<file path="config.mk">
export PLATFORM = sky130hd
export DESIGN_NAME = atm_auth_requester
export DESIGN_NICKNAME = d
export VERILOG_FILES = /design/src/rtl/atm_auth_requester.sv
export SDC_FILE = /design/constraint.sdc
export NUM_CORES = 1
export LEC_CHECK = 0
export CORE_MARGIN = 4
export CORE_UTILIZATION = 60
export CTS_BUF_LIST = sky130_fd_sc_hd__clkbuf_4 sky130_fd_sc_hd__clkbuf_8
export DETAILED_ROUTE_END_ITERATION = 12
export GPL_ROUTABILITY_DRIVEN = 1
export GPL_TIMING_DRIVEN = 0
export PLACE_DENSITY_LB_ADDON = 0.05
export SYNTH_ARGS = -nofsm -noshare
export SYNTH_HDL_FRONTEND = slang
export SYNTH_SLANG_ARGS = --single-unit
</file>
<file path="constraint.sdc">
create_clock -name clk -period 7.6 [get_ports clk]
set_clock_uncertainty 0.1 [all_clocks]
set_input_delay 1.52 -clock clk [delete_from_list [all_inputs] [get_ports clk]]
set_output_delay 1.52 -clock clk [all_outputs]
set_load 0.05 [all_outputs]
</file>
<file path="src/rtl/atm_auth_requester.sv">
// atm_auth_requester: terminal-side card/PIN collector and authentication requester.
// Optional verdict timeout enabled by defining AUTH_TIMEOUT_EN.
`timescale 1ns/1ps
module atm_auth_requester #(
  parameter int unsigned CARD_W      = 10,
  parameter int unsigned PIN_W       = 11,
  parameter int unsigned MAX_TRIES   = 3,
  parameter int unsigned TRY_W       = 2,
  parameter int unsigned TIMEOUT_CYC = 1000
) (
  input  logic              clk,
  input  logic              rst,
  input  logic              card_in,
  input  logic              key_valid,
  input  logic [3:0]        key_code,
  output logic              auth_req,
  output logic [CARD_W-1:0] auth_card_no,
  output logic [PIN_W-1:0]  auth_pin,
  input  logic              auth_resp_valid,
  input  logic              auth_ok,
  output logic              session_ok,
  output logic              locked,
  output logic              err,
  output logic [1:0]        err_code,
  output logic [TRY_W-1:0]  fail_cnt
);

  localparam int unsigned CNT_W   = 4;
  localparam int unsigned CARD_XW = CARD_W + 4;
  localparam int unsigned PIN_XW  = PIN_W + 4;

  localparam logic [3:0] KEY_ENTER  = 4'hA;
  localparam logic [3:0] KEY_CLEAR  = 4'hB;
  localparam logic [3:0] KEY_CANCEL = 4'hC;

  localparam logic [1:0] ERR_AUTH_FAIL = 2'd0;
  localparam logic [1:0] ERR_OVERFLOW  = 2'd1;
  localparam logic [1:0] ERR_EMPTY     = 2'd2;
`ifdef AUTH_TIMEOUT_EN
  localparam logic [1:0] ERR_TIMEOUT   = 2'd3;
  localparam int unsigned TMR_W = $clog2(TIMEOUT_CYC + 1);
  logic [TMR_W-1:0] tmr_q;
`endif

  typedef enum logic [2:0] {
    S_IDLE, S_CARD, S_PIN, S_REQ, S_GRANTED, S_LOCKED
  } state_t;

  state_t            state_q;
  logic              armed_q;
  logic [CARD_W-1:0] card_q;
  logic [PIN_W-1:0]  pin_q;
  logic [CNT_W-1:0]  cnt_q;
  logic              ovf_q;

  logic [CARD_XW-1:0] card_nxt_c;
  logic [PIN_XW-1:0]  pin_nxt_c;
  logic               acc_ovf_c;
  logic               key_digit_c, key_clear_c, key_enter_c, key_cancel_c;
  logic [TRY_W-1:0]   fail_inc_c;
  logic               lock_c;

  // Key decode, widened digit accumulation and failure-count arithmetic
  always_comb begin
    key_digit_c  = key_valid && (key_code <= 4'd9);
    key_clear_c  = key_valid && (key_code == KEY_CLEAR);
    key_enter_c  = key_valid && (key_code == KEY_ENTER);
    key_cancel_c = key_valid && (key_code == KEY_CANCEL);
    card_nxt_c   = CARD_XW'(card_q) * CARD_XW'(10) + CARD_XW'(key_code);
    pin_nxt_c    = PIN_XW'(pin_q) * PIN_XW'(10) + PIN_XW'(key_code);
    acc_ovf_c    = (state_q == S_CARD) ? (|card_nxt_c[CARD_XW-1:CARD_W])
                                       : (|pin_nxt_c[PIN_XW-1:PIN_W]);
    fail_inc_c   = (32'(fail_cnt) >= MAX_TRIES) ? fail_cnt : fail_cnt + TRY_W'(1);
    lock_c       = (32'(fail_cnt) + 32'd1) >= MAX_TRIES;
  end

  assign auth_card_no = card_q;
  assign auth_pin     = pin_q;

  // Session FSM with registered outputs and field accumulators
  always_ff @(posedge clk) begin
    if (rst) begin
      state_q    <= S_IDLE;
      armed_q    <= 1'b1;
      card_q     <= '0;
      pin_q      <= '0;
      cnt_q      <= '0;
      ovf_q      <= 1'b0;
      auth_req   <= 1'b0;
      session_ok <= 1'b0;
      locked     <= 1'b0;
      err        <= 1'b0;
      err_code   <= '0;
      fail_cnt   <= '0;
`ifdef AUTH_TIMEOUT_EN
      tmr_q      <= '0;
`endif
    end else begin
      err <= 1'b0;
      unique case (state_q)
        S_IDLE: begin
          if (!card_in)     armed_q <= 1'b1;
          else if (armed_q) state_q <= S_CARD;
        end
        S_CARD, S_PIN: begin
          if (!card_in || key_cancel_c) begin
            state_q <= S_IDLE;
            armed_q <= ~card_in;
            card_q  <= '0;
            pin_q   <= '0;
            cnt_q   <= '0;
            ovf_q   <= 1'b0;
          end else if (key_digit_c) begin
            if (acc_ovf_c) begin
              ovf_q <= 1'b1;
            end else begin
              if (state_q == S_CARD) card_q <= card_nxt_c[CARD_W-1:0];
              else                   pin_q  <= pin_nxt_c[PIN_W-1:0];
              if (cnt_q != '1) cnt_q <= cnt_q + CNT_W'(1);
            end
          end else if (key_clear_c || (key_enter_c && ovf_q && (cnt_q != '0))) begin
            if (state_q == S_CARD) card_q <= '0;
            else                   pin_q  <= '0;
            cnt_q <= '0;
            ovf_q <= 1'b0;
            if (key_enter_c) begin
              err      <= 1'b1;
              err_code <= ERR_OVERFLOW;
            end
          end else if (key_enter_c) begin
            if (cnt_q == '0) begin
              err      <= 1'b1;
              err_code <= ERR_EMPTY;
            end else begin
              cnt_q <= '0;
              ovf_q <= 1'b0;
              if (state_q == S_CARD) begin
                state_q <= S_PIN;
              end else begin
                state_q  <= S_REQ;
                auth_req <= 1'b1;
`ifdef AUTH_TIMEOUT_EN
                tmr_q    <= '0;
`endif
              end
            end
          end
        end
        S_REQ: begin
          if (!card_in) begin
            state_q  <= S_IDLE;
            armed_q  <= 1'b1;
            auth_req <= 1'b0;
            card_q   <= '0;
            pin_q    <= '0;
            cnt_q    <= '0;
            ovf_q    <= 1'b0;
          end else if (auth_resp_valid) begin
            auth_req <= 1'b0;
            if (auth_ok) begin
              state_q    <= S_GRANTED;
              session_ok <= 1'b1;
              fail_cnt   <= '0;
            end else begin
              err      <= 1'b1;
              err_code <= ERR_AUTH_FAIL;
              fail_cnt <= fail_inc_c;
              if (lock_c) begin
                state_q <= S_LOCKED;
                locked  <= 1'b1;
              end else begin
                state_q <= S_PIN;
                pin_q   <= '0;
                cnt_q   <= '0;
                ovf_q   <= 1'b0;
              end
            end
          end
`ifdef AUTH_TIMEOUT_EN
          else if (tmr_q == TMR_W'(TIMEOUT_CYC - 1)) begin
            err      <= 1'b1;
            err_code <= ERR_TIMEOUT;
            auth_req <= 1'b0;
            state_q  <= S_PIN;
            pin_q    <= '0;
            cnt_q    <= '0;
            ovf_q    <= 1'b0;
          end else begin
            tmr_q <= tmr_q + TMR_W'(1);
          end
`endif
        end
        S_GRANTED: begin
          if (!card_in || key_cancel_c) begin
            state_q    <= S_IDLE;
            armed_q    <= ~card_in;
            session_ok <= 1'b0;
            card_q     <= '0;
            pin_q      <= '0;
            cnt_q      <= '0;
            ovf_q      <= 1'b0;
          end
        end
        S_LOCKED: begin
          state_q <= S_LOCKED;
        end
        default: state_q <= S_IDLE;
      endcase
    end
  end

endmodule

</file>
==> PnR_summary.wiki <==
{| class="wikitable"
! Metric !! Value
|-
| Result of the run || finished clean
|-
| Power share of the sequential group || 29.7%
|-
| Die area || 7440 um2
|-
| Detailed-routing iteration count for the pre-antenna-repair pass || 5
|-
| GR Layer Usage met1 || 37.6%
|-
| Net switching power || 0.300 mW
|-
| Transition at the pin with the smallest max-transition slack || 724 ps
|-
| Critical Path Slowest Stage Cell || sky130_fd_sc_hd__clkdlybuf4s50_1
|-
| Part of the power in the clock network || 29.0%
|-
| Fraction of the yosys area taken by sequential cells || 20.7%
|-
| Aggregate global-route resource usage || 26.8%
|-
| Max-slew violation count || 0
|-
| Final critical delay including setup and external delays || 4770 ps
|-
| Arr. time, crit path || 4860 ps
|-
| Floorplan die height || 86.3 um
|-
| Worst Path Max Fanout || 10
|-
| Worst setup margin || 2830 ps
|-
| End of the worst register-to-register path || auth_pin[3]$_SDFFE_PP0P_
|-
| Number of buffers inserted for hold repair after clock tree synthesis || 0
|-
| Post-synthesis async set-or-reset flop share || 0%
|-
| DRT iter0 DRCs || 210
|-
| Final period utilization || 62.7%
|-
| Count of cell instances traversed by the critical path || 12
|-
| Post-Route Utilization || 72.2%
|-
| Mean Syn Cell Area || 8.24 um2
|-
| H-tree lvl count || 2
|-
| Ant. Diodes || 0
|-
| Post-CTS setup buffer count || 0
|-
| Maximum ir drop on the vdd rail || 0.000141 V
|-
| CTS sink count || 38
|-
| Number of nets still failing antenna checks after routing || 0
|-
| Clock root cell || sky130_fd_sc_hd__clkbuf_8
|-
| Gr ovfl total || 0
|-
| Flops & latches, synth || 38
|-
| Netlist cell types || 72
|-
| Register clock-pin slew on the reported worst setup and hold paths || 90 ps
|-
| Cell-by-cell listing of the critical path || clkdlybuf4s50_1, ha_1, fa_1, a21oi_1, nor2b_1, nand3_1, and4bb_1, mux2_4, o31ai_2, clkbuf_1, o21ai_0, o41ai_2
|-
| DRC Markers || 0
|-
| Total of buffers placed on input and output ports || 37
|-
| Final Hold Vio Count || 0
|-
| Post-DR wirelength/cell || 17.4 um
|-
| Clock buffers created by TritonCTS || 5
|-
| Worst flop-to-flop path startpoint || auth_pin[1]$_SDFFE_PP0P_
|-
| Finish-stage setup viols || 0
|-
| Global-route wire length before repair || 16,300 um
|-
| Startpoint kind of the worst setup timing path || input port
|-
| # resized after CTS || 0
|-
| CP Data Required Time || 7690 ps
|-
| Busiest layer in global routing || met2
|-
| CP Launch Point || key_code[1]
|-
| # nets final || 549
|-
| Combinational share of power || 41.3%
|-
| Routability-driven placement congestion ratio || 0.905
|-
| Synthesized area || 3670 um2
|-
| Switching power share of the total || 40.5%
|-
| Total internal power || 0.441 mW
|-
| Maximum cell stage delay along the critical path || 530 ps
|-
| Highest clock frequency the design can meet || 0.210 GHz
|-
| Worst reg2reg path depth || 12
|-
| Max capacitance violation total || 0
|-
| Post-synthesis cell count || 446
|-
| Met3 layer usage reported by global route || 3.61%
|-
| Row cnt || 28
|-
| Fraction of layout cells with a size suffix above 1 || 8.15%
|-
| Number of vias after detailed routing || 3,660
|-
| Total power per unit cell area || 173 nW/um2
|-
| Crit path capture || auth_pin[3]$_SDFFE_PP0P_
|-
| Final total power || 0.741 mW
|-
| Vias in the first global route || 3,423
|-
| Clock Path Buffers || 2
|-
| Layout overhead on the synthesized area || 16.4%
|-
| YS warnings || 0
|-
| Initial antenna violation count || 0
|-
| Unrepaired setup endpoints after global routing || no
|-
| EDFF count, synth || 0
|-
| Worst slew slack as a fraction of its limit || 51.7%
|-
| Hold path start || locked$_SDFFE_PP0P_
|-
| Crit path kind || input port to register
|-
| Worst setup EP type || register
|-
| Worst skew pair latency || 300 ps
|-
| Buf/Inv on CP || 2
|-
| CTS tree || done
|-
| DPL Wire Length || 7530 um
|-
| Pin count of the biggest net entering global routing || 14
|-
| CP delay by family, top || buffers and inverters
|-
| Horizontal die dimension || 86.3 um
|-
| Final-layout worst hold slack || 358 ps
|-
| Effective utilization at floorplan || 62.1%
|-
| Path type of the worst min-delay path || register to register
|-
| Static power due to leakage || 1.77 nW
|-
| Slack of the worst reg-to-reg path || 3210 ps
|-
| Core footprint || 5920 um2
|-
| Primary FF master, synth || sky130_fd_sc_hd__dfxtp_1
|-
| Number of vias per cell after detailed routing || 6.47
|-
| Net count after synthesis || 505
|-
| Global-route met2 utilization || 43.0%
|-
| Number of primary I/O pins || 39
|-
| Total wire length || 9830 um
|-
| Pre-CTS WS || 2590 ps
|-
| Post-route setup TNS || 0 ps
|}
## layer usage
layer,share of wire [%],vias up
met5,0,-
met4,1.8,0
met3,5.1,21
met2,46,121
met1,47,1737
li1,-,1781
## worst reg2reg max path, cell delays in order, from the launching register on
cell and delay (ps):
sky130_fd_sc_hd__dfxtp_1 440, sky130_fd_sc_hd__ha_1 270, sky130_fd_sc_hd__ha_1 270, sky130_fd_sc_hd__fa_1 470
sky130_fd_sc_hd__a211oi_2 310, sky130_fd_sc_hd__nor2_1 80, sky130_fd_sc_hd__or4b_4 560, sky130_fd_sc_hd__and4bb_1 290
sky130_fd_sc_hd__mux2_4 330, sky130_fd_sc_hd__o31ai_2 460, sky130_fd_sc_hd__clkbuf_1 390, sky130_fd_sc_hd__o21ai_0 210
sky130_fd_sc_hd__o41ai_2 90
## flip-flops by register name, summed over array words and instances, names as in the netlist
signal	count
auth_req	1
cnt_q	4
fail_cnt	2
state_q	3
ovf_q	1
auth_pin	11
err	1
err_code	2
auth_card_no	10
session_ok	1
locked	1
armed_q	1
## synth_stat cells, types with 6 or more instances
master                     number  area [um2]
sky130_fd_sc_hd__o21ai_0       37         185
sky130_fd_sc_hd__o211ai_1      11        82.6
sky130_fd_sc_hd__inv_1         18        67.6
sky130_fd_sc_hd__xor2_1         7        61.3
sky130_fd_sc_hd__nor4_1         9        56.3
sky130_fd_sc_hd__nand2_1       21        78.8
sky130_fd_sc_hd__nor3_1        10        50.1
sky130_fd_sc_hd__dfxtp_1       38         761
sky130_fd_sc_hd__xnor2_1        8        70.1
sky130_fd_sc_hd__a21oi_1       26         130
sky130_fd_sc_hd__nor2b_1       15        93.8
sky130_fd_sc_hd__nor2_1        36         135
sky130_fd_sc_hd__nand3_1       14        70.1
sky130_fd_sc_hd__o41ai_2        9         146
sky130_fd_sc_hd__a21o_1         6        45.0
sky130_fd_sc_hd__clkbuf_1      15        56.3
sky130_fd_sc_hd__ha_1          45         563
## layout make-up
cell class	count	area (um2)
inverters	18	67.6
well taps	75	93.8
multi-input cells	368	2750
fillers	471	1640
repair buffers	37	370
plain buffers	22	97.6
clock inverters	3	68.8
flip-flops and latches	38	761
clock buffers	5	68.8
## cell usage in the layout (no fill, tap or decap), types with 3 or more instances in the layout
cell	n
sky130_fd_sc_hd__ha_1	45
sky130_fd_sc_hd__dfxtp_1	38
sky130_fd_sc_hd__o21ai_0	37
sky130_fd_sc_hd__clkdlybuf4s50_1	37
sky130_fd_sc_hd__nor2_1	36
sky130_fd_sc_hd__a21oi_1	26
sky130_fd_sc_hd__nand2_1	21
sky130_fd_sc_hd__inv_1	18
sky130_fd_sc_hd__clkbuf_1	15
sky130_fd_sc_hd__nor2b_1	15
sky130_fd_sc_hd__nand3_1	14
sky130_fd_sc_hd__o211ai_1	11
sky130_fd_sc_hd__nor3_1	10
sky130_fd_sc_hd__nor4_1	9
sky130_fd_sc_hd__o41ai_2	9
sky130_fd_sc_hd__xnor2_1	8
sky130_fd_sc_hd__xor2_1	7
sky130_fd_sc_hd__a21o_1	6
sky130_fd_sc_hd__and3_1	5
sky130_fd_sc_hd__nor3b_1	5
sky130_fd_sc_hd__a211oi_1	5
sky130_fd_sc_hd__o311ai_0	5
sky130_fd_sc_hd__clkbuf_8	5
sky130_fd_sc_hd__a211o_1	4
sky130_fd_sc_hd__o21ai_1	4
sky130_fd_sc_hd__or4_1	4
sky130_fd_sc_hd__a2111oi_0	4
sky130_fd_sc_hd__nand4_1	4
sky130_fd_sc_hd__o31ai_1	4
sky130_fd_sc_hd__fa_1	4
sky130_fd_sc_hd__buf_2	3
sky130_fd_sc_hd__o21a_1	3
sky130_fd_sc_hd__or2_2	3
sky130_fd_sc_hd__a31oi_1	3
sky130_fd_sc_hd__or2_1	3
sky130_fd_sc_hd__nand3b_1	3
sky130_fd_sc_hd__nand2b_1	3
sky130_fd_sc_hd__nor4b_1	3
sky130_fd_sc_hd__o22ai_1	3
sky130_fd_sc_hd__a31o_1	3
## worst min path at each step
stage                                      end  slack, ps  cells past startpoint
after floorplan           armed_q$_SDFFE_PP1P_        360                      1
after global placement     locked$_SDFFE_PP0P_        340                      2
after detailed placement   locked$_SDFFE_PP0P_        350                      2
after CTS                  locked$_SDFFE_PP0P_        360                      2
after global routing       locked$_SDFFE_PP0P_        410                      2
final                      locked$_SDFFE_PP0P_        360                      2
## power by group through the flow
stage | Sequential, mW | Clock [mW] | Combinational (mW)
global placement | 0.224 | 0 | 0.289
global route | 0.222 | 0.222 | 0.330
finish | 0.220 | 0.215 | 0.306
floorplan | 0.237 | 0 | 0.208
CTS | 0.220 | 0.214 | 0.298
detailed placement | 0.224 | 0 | 0.296
## metrics by stage
step,area [um2],std cells
finish,4280,566
global route,4280,566
CTS,4280,566
detailed placement,4140,558
global placement,4140,558
floorplan,3670,446
## cells by family after synthesis
| logic type | count (synthesis) | synth area share [%] |
|---|---|---|
| compound gates | 147 | 29.6 |
| xor+xnor | 15 | 3.58 |
| fa+ha+maj | 49 | 17.5 |
| buf+inv | 40 | 4.49 |
| flops | 38 | 20.7 |
| mux | 2 | 0.715 |
| simple gates | 155 | 23.4 |
No activity file was read; power rests on OpenSTA's default activity.
